==> src/rtl/neuron_mac.sv <==
// neuron_mac: buffered x*w multiply-accumulate neuron
// with bias, optional ReLU, shift and output saturation.
module neuron_mac #(
  parameter int N_ENTRIES = 4,
  parameter int DATA_W    = 8,
  parameter int ACC_W     = 20,
  parameter int SHIFT     = 0
) (
  input  logic                             clk,
  input  logic                             reset_n,
  input  logic                             wr_en,
  input  logic                             rd_en,
  input  logic                             output_ready,
  input  logic [DATA_W-1:0]                x_in,
  input  logic [DATA_W-1:0]                w_in,
  input  logic [ACC_W-1:0]                 bias,
  input  logic                             relu_en,
  output logic [DATA_W-1:0]                result,
  output logic                             result_valid,
  output logic                             busy,
  output logic [$clog2(N_ENTRIES+1)-1:0]   count,
  output logic                             wr_drop,
  output logic                             sat
);

  localparam int CNT_W = $clog2(N_ENTRIES + 1);
  localparam int DEPTH = 1 << CNT_W;
  localparam int PW    = 2 * DATA_W;

  localparam logic [CNT_W-1:0] FULL = CNT_W'(N_ENTRIES);
  localparam logic [CNT_W-1:0] ONE  = CNT_W'(1);

  localparam logic [ACC_W-1:0] ACC_MAX =
    {1'b0, {(ACC_W-1){1'b1}}};
  localparam logic [ACC_W-1:0] ACC_MIN =
    {1'b1, {(ACC_W-1){1'b0}}};
  localparam logic [DATA_W-1:0] RES_MAX =
    {1'b0, {(DATA_W-1){1'b1}}};
  localparam logic [DATA_W-1:0] RES_MIN =
    {1'b1, {(DATA_W-1){1'b0}}};

  typedef enum logic [1:0] {
    S_IDLE,
    S_ACCUM,
    S_BIAS,
    S_DONE
  } state_t;

  state_t r_state;
  state_t w_state_nxt;

  logic [DATA_W-1:0] r_x [DEPTH];
  logic [DATA_W-1:0] r_w [DEPTH];

  logic [CNT_W-1:0]  r_count;
  logic [CNT_W-1:0]  r_idx;
  logic [ACC_W-1:0]  r_acc;
  logic              r_sat;
  logic [DATA_W-1:0] r_result;
  logic              r_wr_drop;

  logic              w_wr_ok;
  logic              w_start;
  logic              w_last;

  logic signed [PW-1:0] w_prod;
  logic [ACC_W:0]       w_sum;
  logic                 w_ovf;
  logic [ACC_W-1:0]     w_acc_nxt;

  logic [ACC_W:0]           w_bsum;
  logic                     w_bovf;
  logic [ACC_W-1:0]         w_v;
  logic signed [ACC_W-1:0]  w_relu;
  logic signed [ACC_W-1:0]  w_sh;
  logic [ACC_W-DATA_W:0]    w_hi;
  logic                     w_fits;
  logic [DATA_W-1:0]        w_res;

  // A write is accepted only in IDLE with room left
  assign w_wr_ok = (r_state == S_IDLE) && wr_en
                && (r_count != FULL);
  // Start also when the same-cycle write makes count nonzero
  assign w_start = (r_state == S_IDLE) && rd_en
                && ((r_count != '0) || w_wr_ok);
  assign w_last  = (r_idx == r_count - ONE);

  // Accumulate step with clamp to the ACC_W signed range
  assign w_prod = $signed(r_x[r_idx]) * $signed(r_w[r_idx]);
  assign w_sum  = {r_acc[ACC_W-1], r_acc}
                + {{(ACC_W+1-PW){w_prod[PW-1]}}, w_prod};
  assign w_ovf  = w_sum[ACC_W] != w_sum[ACC_W-1];
  assign w_acc_nxt = w_ovf
    ? (w_sum[ACC_W] ? ACC_MIN : ACC_MAX)
    : w_sum[ACC_W-1:0];

  // Bias add, ReLU, shift, then clamp to DATA_W
  assign w_bsum = {r_acc[ACC_W-1], r_acc}
                + {bias[ACC_W-1], bias};
  assign w_bovf = w_bsum[ACC_W] != w_bsum[ACC_W-1];
  assign w_v    = w_bovf
    ? (w_bsum[ACC_W] ? ACC_MIN : ACC_MAX)
    : w_bsum[ACC_W-1:0];
  assign w_relu = (relu_en && w_v[ACC_W-1])
    ? '0 : $signed(w_v);
  assign w_sh   = w_relu >>> SHIFT;
  assign w_hi   = w_sh[ACC_W-1:DATA_W-1];
  assign w_fits = (&w_hi) || !(|w_hi);
  assign w_res  = w_fits
    ? w_sh[DATA_W-1:0]
    : (w_sh[ACC_W-1] ? RES_MIN : RES_MAX);

  // State register
  always_ff @(posedge clk) begin
    if (!reset_n) r_state <= S_IDLE;
    else          r_state <= w_state_nxt;
  end

  // Next-state selection
  always_comb begin
    w_state_nxt = r_state;
    unique case (r_state)
      S_IDLE:  if (w_start) w_state_nxt = S_ACCUM;
      S_ACCUM: if (w_last) w_state_nxt = S_BIAS;
      S_BIAS:  w_state_nxt = S_DONE;
      S_DONE:  if (output_ready) w_state_nxt = S_IDLE;
    endcase
  end

  // Operand buffer; contents are don't-care while empty
  always_ff @(posedge clk) begin
    if (w_wr_ok) begin
      r_x[r_count] <= x_in;
      r_w[r_count] <= w_in;
    end
  end

  // Count, accumulator, flags and result register
  always_ff @(posedge clk) begin
    if (!reset_n) begin
      r_count   <= '0;
      r_idx     <= '0;
      r_acc     <= '0;
      r_sat     <= 1'b0;
      r_result  <= '0;
      r_wr_drop <= 1'b0;
    end else begin
      r_wr_drop <= wr_en && !w_wr_ok;
      if (w_wr_ok) r_count <= r_count + ONE;
      unique case (r_state)
        S_IDLE: begin
          if (w_start) begin
            r_acc <= '0;
            r_sat <= 1'b0;
            r_idx <= '0;
          end
        end
        S_ACCUM: begin
          r_acc <= w_acc_nxt;
          r_idx <= r_idx + ONE;
          if (w_ovf) r_sat <= 1'b1;
        end
        S_BIAS: begin
          r_result <= w_res;
          if (w_bovf || !w_fits) r_sat <= 1'b1;
        end
        S_DONE: begin
          if (output_ready) r_count <= '0;
        end
      endcase
    end
  end

  assign result       = r_result;
  assign result_valid = (r_state == S_DONE);
  assign busy         = (r_state == S_ACCUM)
                     || (r_state == S_BIAS);
  assign count        = r_count;
  assign wr_drop      = r_wr_drop;
  assign sat          = r_sat;

endmodule

==> config.mk <==
export PLATFORM = sky130hd
export DESIGN_NAME = neuron_mac
export DESIGN_NICKNAME = d
export VERILOG_FILES = /design/src/rtl/neuron_mac.sv
export SDC_FILE = /design/constraint.sdc
export NUM_CORES = 1
export LEC_CHECK = 0
export BUFFER_PORTS_ARGS = -buffer_cell sky130_fd_sc_hd__buf_4
export CAP_MARGIN = 30
export CORE_MARGIN = 8
export CORE_UTILIZATION = 63
export CTS_CLUSTER_DIAMETER = 120
export DETAILED_ROUTE_END_ITERATION = 8
export HOLD_SLACK_MARGIN = 0.03
export PLACE_DENSITY = 0.92
export SYNTH_ARGS = -nofsm -noshare
export SYNTH_HDL_FRONTEND = slang
export SYNTH_SLANG_ARGS = --single-unit
==> constraint.sdc <==
create_clock -name clk -period 10.75 [get_ports clk]
set_input_delay 0.5375 -clock clk [delete_from_list [all_inputs] [get_ports clk]]
set_output_delay 0.5375 -clock clk [all_outputs]
set_load 0.01 [all_outputs]
After elaboration in Yosys (flattened, before gate mapping). Memory sizes are Yosys's and may differ from the RTL's. A register that Yosys moved wholly into a read port is not among the register bits. Index checks and enable logic that the tools add are counted.

Equal/unequal tests: 12. Add/subtract/negate cells: 5. Multiply operators: 1. Divide/modulo/power cells: 0. Shift operators: 0. Magnitude comparators: 0. Bitwise logic cells: 0. Reductions and logical operators: 22. Mux-type cells: 28.

Operator list (count): $mux W20 (6); $pmux W20 S2 (1); $mux W3 (8); $add A20 B16 Y21 (1); $add A20 B20 Y21 (1); $mul A8 B8 Y16 (1); $mux W8 (2); $reduce_and A13 Y1 (1); $reduce_or A13 Y1 (1); $ne A2 B2 Y1 const B (5); $pmux W2 S4 (1); $add A3 B1 Y3 const B (2); $logic_and A1 B1 Y1 (6); $mux W2 (3); $pmux W3 S2 (1); $reduce_bool A3 Y1 (2); $mux W1 (5); $eq A2 B2 Y1 const B (2); $logic_or A1 B1 Y1 (4); $reduce_and A4 Y1 (1); $eq A3 B3 Y1 (1); $logic_not A1 Y1 (3); $ne A3 B3 Y1 const B (1); $pmux W1 S3 (1); other kinds (7) (8).

Output and inout bits: 15. Bits in registers: 38. Memory bits (writable): 128. Bits in latches: 0. Memory bits (read-only): 0. Input port bits: 42. Memories kept: 2.

Memory list: r_w (depth 8, bits a word 8, rd ports 1, clocked after memory_dff 1, wr ports 1, line 53) `logic [DATA_W-1:0] r_w [DEPTH];`; r_x (depth 8, bits a word 8, rd ports 1, clocked after memory_dff 1, wr ports 1, line 52) `logic [DATA_W-1:0] r_x [DEPTH];`.

Depth between registers and ports, before layout. Gate-level depths: netlist (run 1).

Depth in word-level cells: 12. Mapped depth: 27. Depth with buffers taken out: 24.

Worst setup path after synthesis (run 1). No wires, ideal clock.

Path kind: reg-to-reg. Start: register (tool-made name). End: register r_sat (netlist: sat). Library setup time: 122 ps. Stages on the path, launching flop included: 26. Data arrival time: 7456 ps. Path slack: 3172 ps. Clock period less this slack: 7578 ps. Cell sequence: dfxtp_1 clkbuf_1 buf_1 mux4_2 mux2_2 inv_1 nor2_1 inv_1 fa_1 inv_1 fa_1 fa_1 fa_1 fa_1 ha_1 a21o_1 nand2_1 a31oi_1 a221oi_1 o21bai_1 a21oi_1 xor2_1 xnor2_1 clkbuf_1 o221ai_2 mux2i_1.

RTL lines: end signal: assignment (line 144) `r_sat <= 1'b0;`; end signal: assignment (line 154) `r_sat <= 1'b0;`; end signal: assignment (line 161) `if (w_ovf) r_sat <= 1'b1;`; end: declaration (line 58) `logic r_sat;`.

==> results of run 1 <==
==> cell families after synthesis <==
family	share of synthesized area
AND/OR/NAND/NOR	0.0808
flip-flops	0.407
adder cells (fa/ha/maj)	0.248
AO/OA/AOI/OAI	0.102
multiplexers	0.0824
buffers and inverters	0.0459
XOR/XNOR	0.0336
==> worst min-delay path by stage <==
stage                                     start               endpoint  depth (start not counted)
after floorplan           r_acc[2]$_SDFFE_PN0P_  r_acc[2]$_SDFFE_PN0P_                          2
after global placement         sat$_SDFFE_PN0P_       sat$_SDFFE_PN0P_                          2
after detailed placement       sat$_SDFFE_PN0P_       sat$_SDFFE_PN0P_                          2
after CTS                               x_in[3]    r_x[3][3]$_DFFE_PP_                          1
after global routing                    w_in[5]    r_w[3][5]$_DFFE_PP_                          1
final                                   x_in[3]    r_x[6][3]$_DFFE_PP_                          1
==> metal layers <==
metal | part of all wire | wire [um] | vias up
met5 | 0 | 0 | -
met4 | 0.028 | 720 | 0
met3 | 0.064 | 1640 | 65
met2 | 0.51 | 13100 | 347
met1 | 0.39 | 10000 | 3819
li1 | - | - | 3438
==> state kept, by name (all words and copies together) (netlist names), named ones only <==
signal and count:
sat 1, r_acc 20, wr_drop 1, r_state 2, r_idx 3, result 8, r_x 64, count 3
r_w 64
==> cell usage after synthesis (5+ instances only) <==
cell type | n | area share
a31oi_1 | 5 | 0.0027
mux2i_1 | 18 | 0.016
o211ai_1 | 11 | 0.0072
buf_1 | 6 | 0.0020
xnor2_1 | 28 | 0.021
clkbuf_1 | 15 | 0.0049
nor2_1 | 67 | 0.022
o21ai_0 | 39 | 0.017
a21o_1 | 7 | 0.0046
edfxtp_1 | 128 | 0.34
ha_1 | 79 | 0.086
dfxtp_1 | 41 | 0.072
nand4_1 | 5 | 0.0027
o21a_1 | 5 | 0.0033
mux4_2 | 32 | 0.063
a21oi_1 | 38 | 0.017
nand2b_1 | 16 | 0.0087
o21bai_1 | 5 | 0.0033
nor3_1 | 10 | 0.0044
xor2_1 | 16 | 0.012
inv_1 | 111 | 0.036
a21boi_0 | 19 | 0.012
nand2_1 | 61 | 0.020
fa_1 | 93 | 0.16
nor2b_1 | 21 | 0.011
==> per-stage QoR <==
step / setup slack (ns) / utilization
floorplan: 3.17 / -
global placement: 3.15 / 0.680
detailed placement: 3.14 / 0.683
finish: 2.95 / 0.717
CTS: 2.97 / 0.717
global route: 2.48 / 0.717
==> worst max-delay path: cells and delay by family (launching register included) <==
kind	cells	cell delay (ns)
fa+ha+maj	6	2.87
compound gates	8	2.21
mux	2	1.18
flops	1	0.71
buf+inv	3	0.36
simple gates	2	0.26
xor+xnor	1	0.12
==> area by class of cell <==
class	count	area (um^2)
clock inverter	15	181
fill	1112	5060
tap	229	287
clock buffer	17	425
multi-input combinational	637	6300
sequential	169	4670
timing repair buffer	70	558
inverter	111	417
==> cells in the final DEF (no fill, tap or decap), drive strengths merged, types with 3 or more instances in the layout <==
cell type and instances:
a211oi 4, xnor2 28, clkinv 5, o21ai 42, nor2 67, o21a 5
a22oi 3, and2 4, a31oi 5, mux4 32, nand2b 16, buf 70
edfxtp 128, ha 79, a21boi 20, clkbuf 17, nand4 6, a41oi 3
or2 4, a21o 8, o211ai 11, nor2b 21, mux2i 18, inv 121
nand2 61, a21oi 40, dfxtp 41, o21bai 5, mux2 4, xor2 16
nor3 10, fa 93
==> flow_metrics.env, run 1 <==
export IMPL_diodes=0
export IMPL_area_delta_synth_final_pct=11.9
export IMPL_min_period_ns=7.80
export IMPL_cp_endpoint="r_acc[1]$_SDFFE_PN0P_"
export IMPL_synth_main_ff_cell="edfxtp_1"
export IMPL_place_inst=1216
export IMPL_worstRegToRegCells=22
export IMPL_synth_nets=1157
export IMPL_cp_slowest_stage_delay_ns=0.71
export IMPL_wl_per_cell_um=20.4
export IMPL_synth_area_per_cell_um2=12.2
export IMPL_synth_edff_count=128
export IMPL_critical_path_peak_fanout=19
export IMPL_crit_slowest_cell="dfxtp_2"
export IMPL_postCtsHoldBufs=0
export IMPL_cts_tree="built"
export IMPL_crit_chain="buf_12 > mux4_2 > mux2i_1 > nor2_1 > fa_1 > inv_1 > fa_1 > inv_1 > fa_1 > fa_1 > fa_1 > ha_1 > a21o_1 > nand2_1 > a31oi_1 > a221oi_1 > o21bai_1 > a21oi_1 > xor2_1 > a21boi_2 > o21ai_0 > a21boi_0"
export IMPL_grtUsageMet2=0.396
export IMPL_setup_viol=0
export IMPL_met3_usage=0.0412
export IMPL_num_vias=7669
export IMPL_cts_htree_levels=4
export IMPL_fin_skew_ns=0.0142
export IMPL_die_h_um=151
export IMPL_postCtsResizedCells=0
export IMPL_clk_latency_ns=0.43
export IMPL_antenna_found_initial=0
export IMPL_status="completed"
export IMPL_grt_pass1_wl_um=40300
export IMPL_cp_common_cell="fa_1"
export IMPL_die_w_um=151
export IMPL_ant_nets=0
export IMPL_grt_ovfl_total=0
export IMPL_routed_wirelength_um=25500
export IMPL_tns_ns=0
export IMPL_grt_max_degree=38
export IMPL_fmaxAchievable_mhz=128
export IMPL_r2r_slack_ns=2.95
export IMPL_ys_ff_latch=169
export IMPL_drive_gt1_frac=0.159
export IMPL_synth_yosys_seq_area_share=0.407
export IMPL_cts_root_buf="clkbuf_16"
export IMPL_io_pins=57
export IMPL_cts_sinks=169
export IMPL_finalHoldViolations=0
export IMPL_critPathKind="reg2reg"
export IMPL_r2r_end="r_acc[1]$_SDFFE_PN0P_"
export IMPL_cp_required_ns=11.10
export IMPL_hold_ws_ns=0.329
export IMPL_postCtsSetupBuffers=0
export IMPL_clk_pin_slew_worst_paths_ns=0.08
export IMPL_maxSlewHeadroom=0.345
export IMPL_fp_row_count=49
export IMPL_cts_buffers=17
export IMPL_fin_crit_sh=0.725
export IMPL_synth_area_um2=11500
export IMPL_drv_cap=0
export IMPL_async_flop_share=0
export IMPL_rsz0062_at_grt="false"
export IMPL_dr_pass1_iters=5
export IMPL_grt_busiest_layer="met2"
export IMPL_track_usage=0.231
export IMPL_grt_use_met1=0.285
export IMPL_clk_path_buf_depth=2
export IMPL_place_congestion=0.891
export IMPL_slew_violations=0
export IMPL_drc=0
export IMPL_hold_path_class="in2reg"
export IMPL_syn_inst=943
export IMPL_design_area_um2=12800
export IMPL_start_util=0.641
export IMPL_crit_path_end_kind="register"
export IMPL_cp_start_kind="register"
export IMPL_die_area_um2=22800
export IMPL_via_per_inst=6.15
export IMPL_synth_cell_type_count=68
export IMPL_dp_hpwl_um=18400
export IMPL_grt_pass1_vias=8018
export IMPL_drtIter0Drc=650
export IMPL_placed_cell_area_um2=12200
export IMPL_cp_data_arrival_time_ns=8.15
export IMPL_tightest_slew_ns=0.980
export IMPL_io_buffers=56
export IMPL_fin_cells=1248
export IMPL_layout_nets=1220
export IMPL_yosysWarnings=0
export IMPL_core_area_um2=17900
Power of run 1 is not shown: default switching activity piles up to over one toggle a cycle in this logic, so the estimate is an artifact.
==> run 2: changes to the inputs <==
clock period = 7.9 ns   (was 10.75 ns; I/O delays follow)
==> flow_metrics.env, run 2 (synthesis gave the netlist of run 1 again) <==
export IMPL_clk_latency_ns=0.44
export IMPL_drc=0
export IMPL_nFillCells=1139
export IMPL_cts_htree_levels=4
export IMPL_crit_slowest_cell="dfxtp_2"
export IMPL_tightest_slew_ns=1.01
export IMPL_cts_tree="built"
export IMPL_clk_pin_slew_worst_paths_ns=0.07
export IMPL_fin_crit_sh=0.950
export IMPL_tns_ns=0
export IMPL_postCtsHoldBufs=0
export IMPL_final_common_cell="edfxtp_1"
export IMPL_via_per_inst=6.06
export IMPL_grt_pass1_vias=8089
export IMPL_dr_pass1_iters=6
export IMPL_cp_data_arrival_time_ns=7.84
export IMPL_cp_required_ns=8.24
export IMPL_fp_row_count=49
export IMPL_top_regs="r_w x64, r_x x64, r_acc x20"
export IMPL_grt_ovfl_total=0
export IMPL_num_vias=7656
export IMPL_cp_common_cell="fa_1"
export IMPL_critPathKind="reg2reg"
export IMPL_track_usage=0.241
export IMPL_cts_root_buf="clkbuf_16"
export IMPL_start_util=0.641
export IMPL_crit_path_end_kind="register"
export IMPL_rsz0062_at_grt="false"
export IMPL_cts_sinks=169
export IMPL_antenna_found_initial=0
export IMPL_wl_per_cell_um=20.8
export IMPL_slew_violations=0
export IMPL_grt_pass1_wl_um=41800
export IMPL_cp_slowest_stage_delay_ns=0.58
export IMPL_maxSlewHeadroom=0.324
export IMPL_place_congestion=0.885
export IMPL_fmaxAchievable_mhz=133
export IMPL_hold_depth=1
export IMPL_critPathTopFamily="adder cells"
export IMPL_multi_input_area_um2=6320
export IMPL_cp_num_buf_inv=5
export IMPL_drv_cap=0
export IMPL_worstRegToRegCells=24
export IMPL_ant_nets=0
export IMPL_drtIter0Drc=606
export IMPL_io_buffers=56
export IMPL_area_delta_synth_final_pct=12.6
export IMPL_setup_viol=0
export IMPL_hold_ws_ns=0.187
export IMPL_timing_final_ws_setup_ns=0.395
export IMPL_mostFrequentLayoutCells="edfxtp_1 (128), inv_1 (111), fa_1 (93)"
export IMPL_grt_max_degree=38
export IMPL_seqCellArea_um2=4670
export IMPL_cts_buffers=17
export IMPL_crit_chain="buf_4 > mux4_2 > mux2i_1 > buf_4 > nor2_1 > fa_1 > inv_1 > fa_1 > inv_1 > fa_1 > fa_1 > fa_1 > ha_1 > a21o_1 > nand2_1 > a31oi_1 > a221oi_1 > o21bai_1 > a21oi_1 > xor2_1 > xnor2_2 > buf_4 > o21ai_0 > a21boi_0"
export IMPL_finalHoldViolations=0
export IMPL_clk_path_buf_depth=2
export IMPL_io_pins=57
export IMPL_core_area_um2=17900
export IMPL_critical_path_depth=24
export IMPL_drive_gt1_frac=0.171
export IMPL_critical_path_peak_fanout=14
export IMPL_routed_wirelength_um=26200
export IMPL_cp_start_kind="register"
export IMPL_min_period_ns=7.51
export IMPL_hold_path_class="in2reg"
export IMPL_fin_skew_ns=0.0102
export IMPL_pre_cts_ws_ns=0.670
export IMPL_die_area_um2=22800
export IMPL_die_w_um=151
export IMPL_diodes=0
export IMPL_status="completed"
export IMPL_layout_nets=1235
export IMPL_dp_hpwl_um=18800
export IMPL_die_h_um=151
## run 2: per-stage QoR
stage                util  instance area, um^2  cells
finish              0.722                12900   1263
global route        0.722                12900   1263
CTS                 0.720                12900   1262
detailed placement  0.687                12300   1230
global placement    0.687                12300   1229
floorplan               -                11500    943
## run 2: layout make-up
cell class	count	share of cell area
clock buffers	17	0.0329
clock inverters	15	0.0123
inverters	111	0.0323
multi-input cells	637	0.489
flip-flops and latches	169	0.361
well taps	229	0.0222
repair buffers	85	0.0500
## run 2: final timing paths
| path | startpoint | end | slack (ns) |
|---|---|---|---|
| worst min-delay path | x_in[4] | r_x[6][4]$_DFFE_PP_ | 0.19 |
| worst min register to register | sat$_SDFFE_PN0P_ | sat$_SDFFE_PN0P_ | 0.50 |
| worst max register to register | register | r_acc[9]$_SDFFE_PN0P_ | 0.39 |
| worst max-delay path | register | r_acc[9]$_SDFFE_PN0P_ | 0.39 |
## run 2: timing repair
| action | CTS | global route |
|---|---|---|
| endpoints found under the setup margin | 0 | 3 |
| resized for setup | 0 | 2 |
| setup buffers | 0 | 0 |
## run 2: routing by layer
| metal | global-route usage | part of all wire | vias to the layer above |
|---|---|---|---|
| met5 | 0 | 0 | - |
| li1 | - | - | 3481 |
| met2 | 0.433 | 0.53 | 313 |
| met1 | 0.282 | 0.38 | 3797 |
| met3 | 0.0341 | 0.057 | 65 |
| met4 | 0.106 | 0.030 | 0 |
## run 2: worst reg2reg max path: stages, from the launching register on
cell and delay, ns:
dfxtp_2 0.58, buf_4 0.37, mux4_2 0.59, mux2i_1 0.27, buf_4 0.22, nor2_1 0.08, fa_1 0.55, inv_1 0.06
fa_1 0.54, inv_1 0.05, fa_1 0.49, fa_1 0.44, fa_1 0.46, ha_1 0.34, a21o_1 0.20, nand2_1 0.08
a31oi_1 0.14, a221oi_1 0.40, o21bai_1 0.10, a21oi_1 0.18, xor2_1 0.39, xnor2_2 0.23, buf_4 0.25, o21ai_0 0.14
a21boi_0 0.28
Power of run 2 is left out for the same reason.
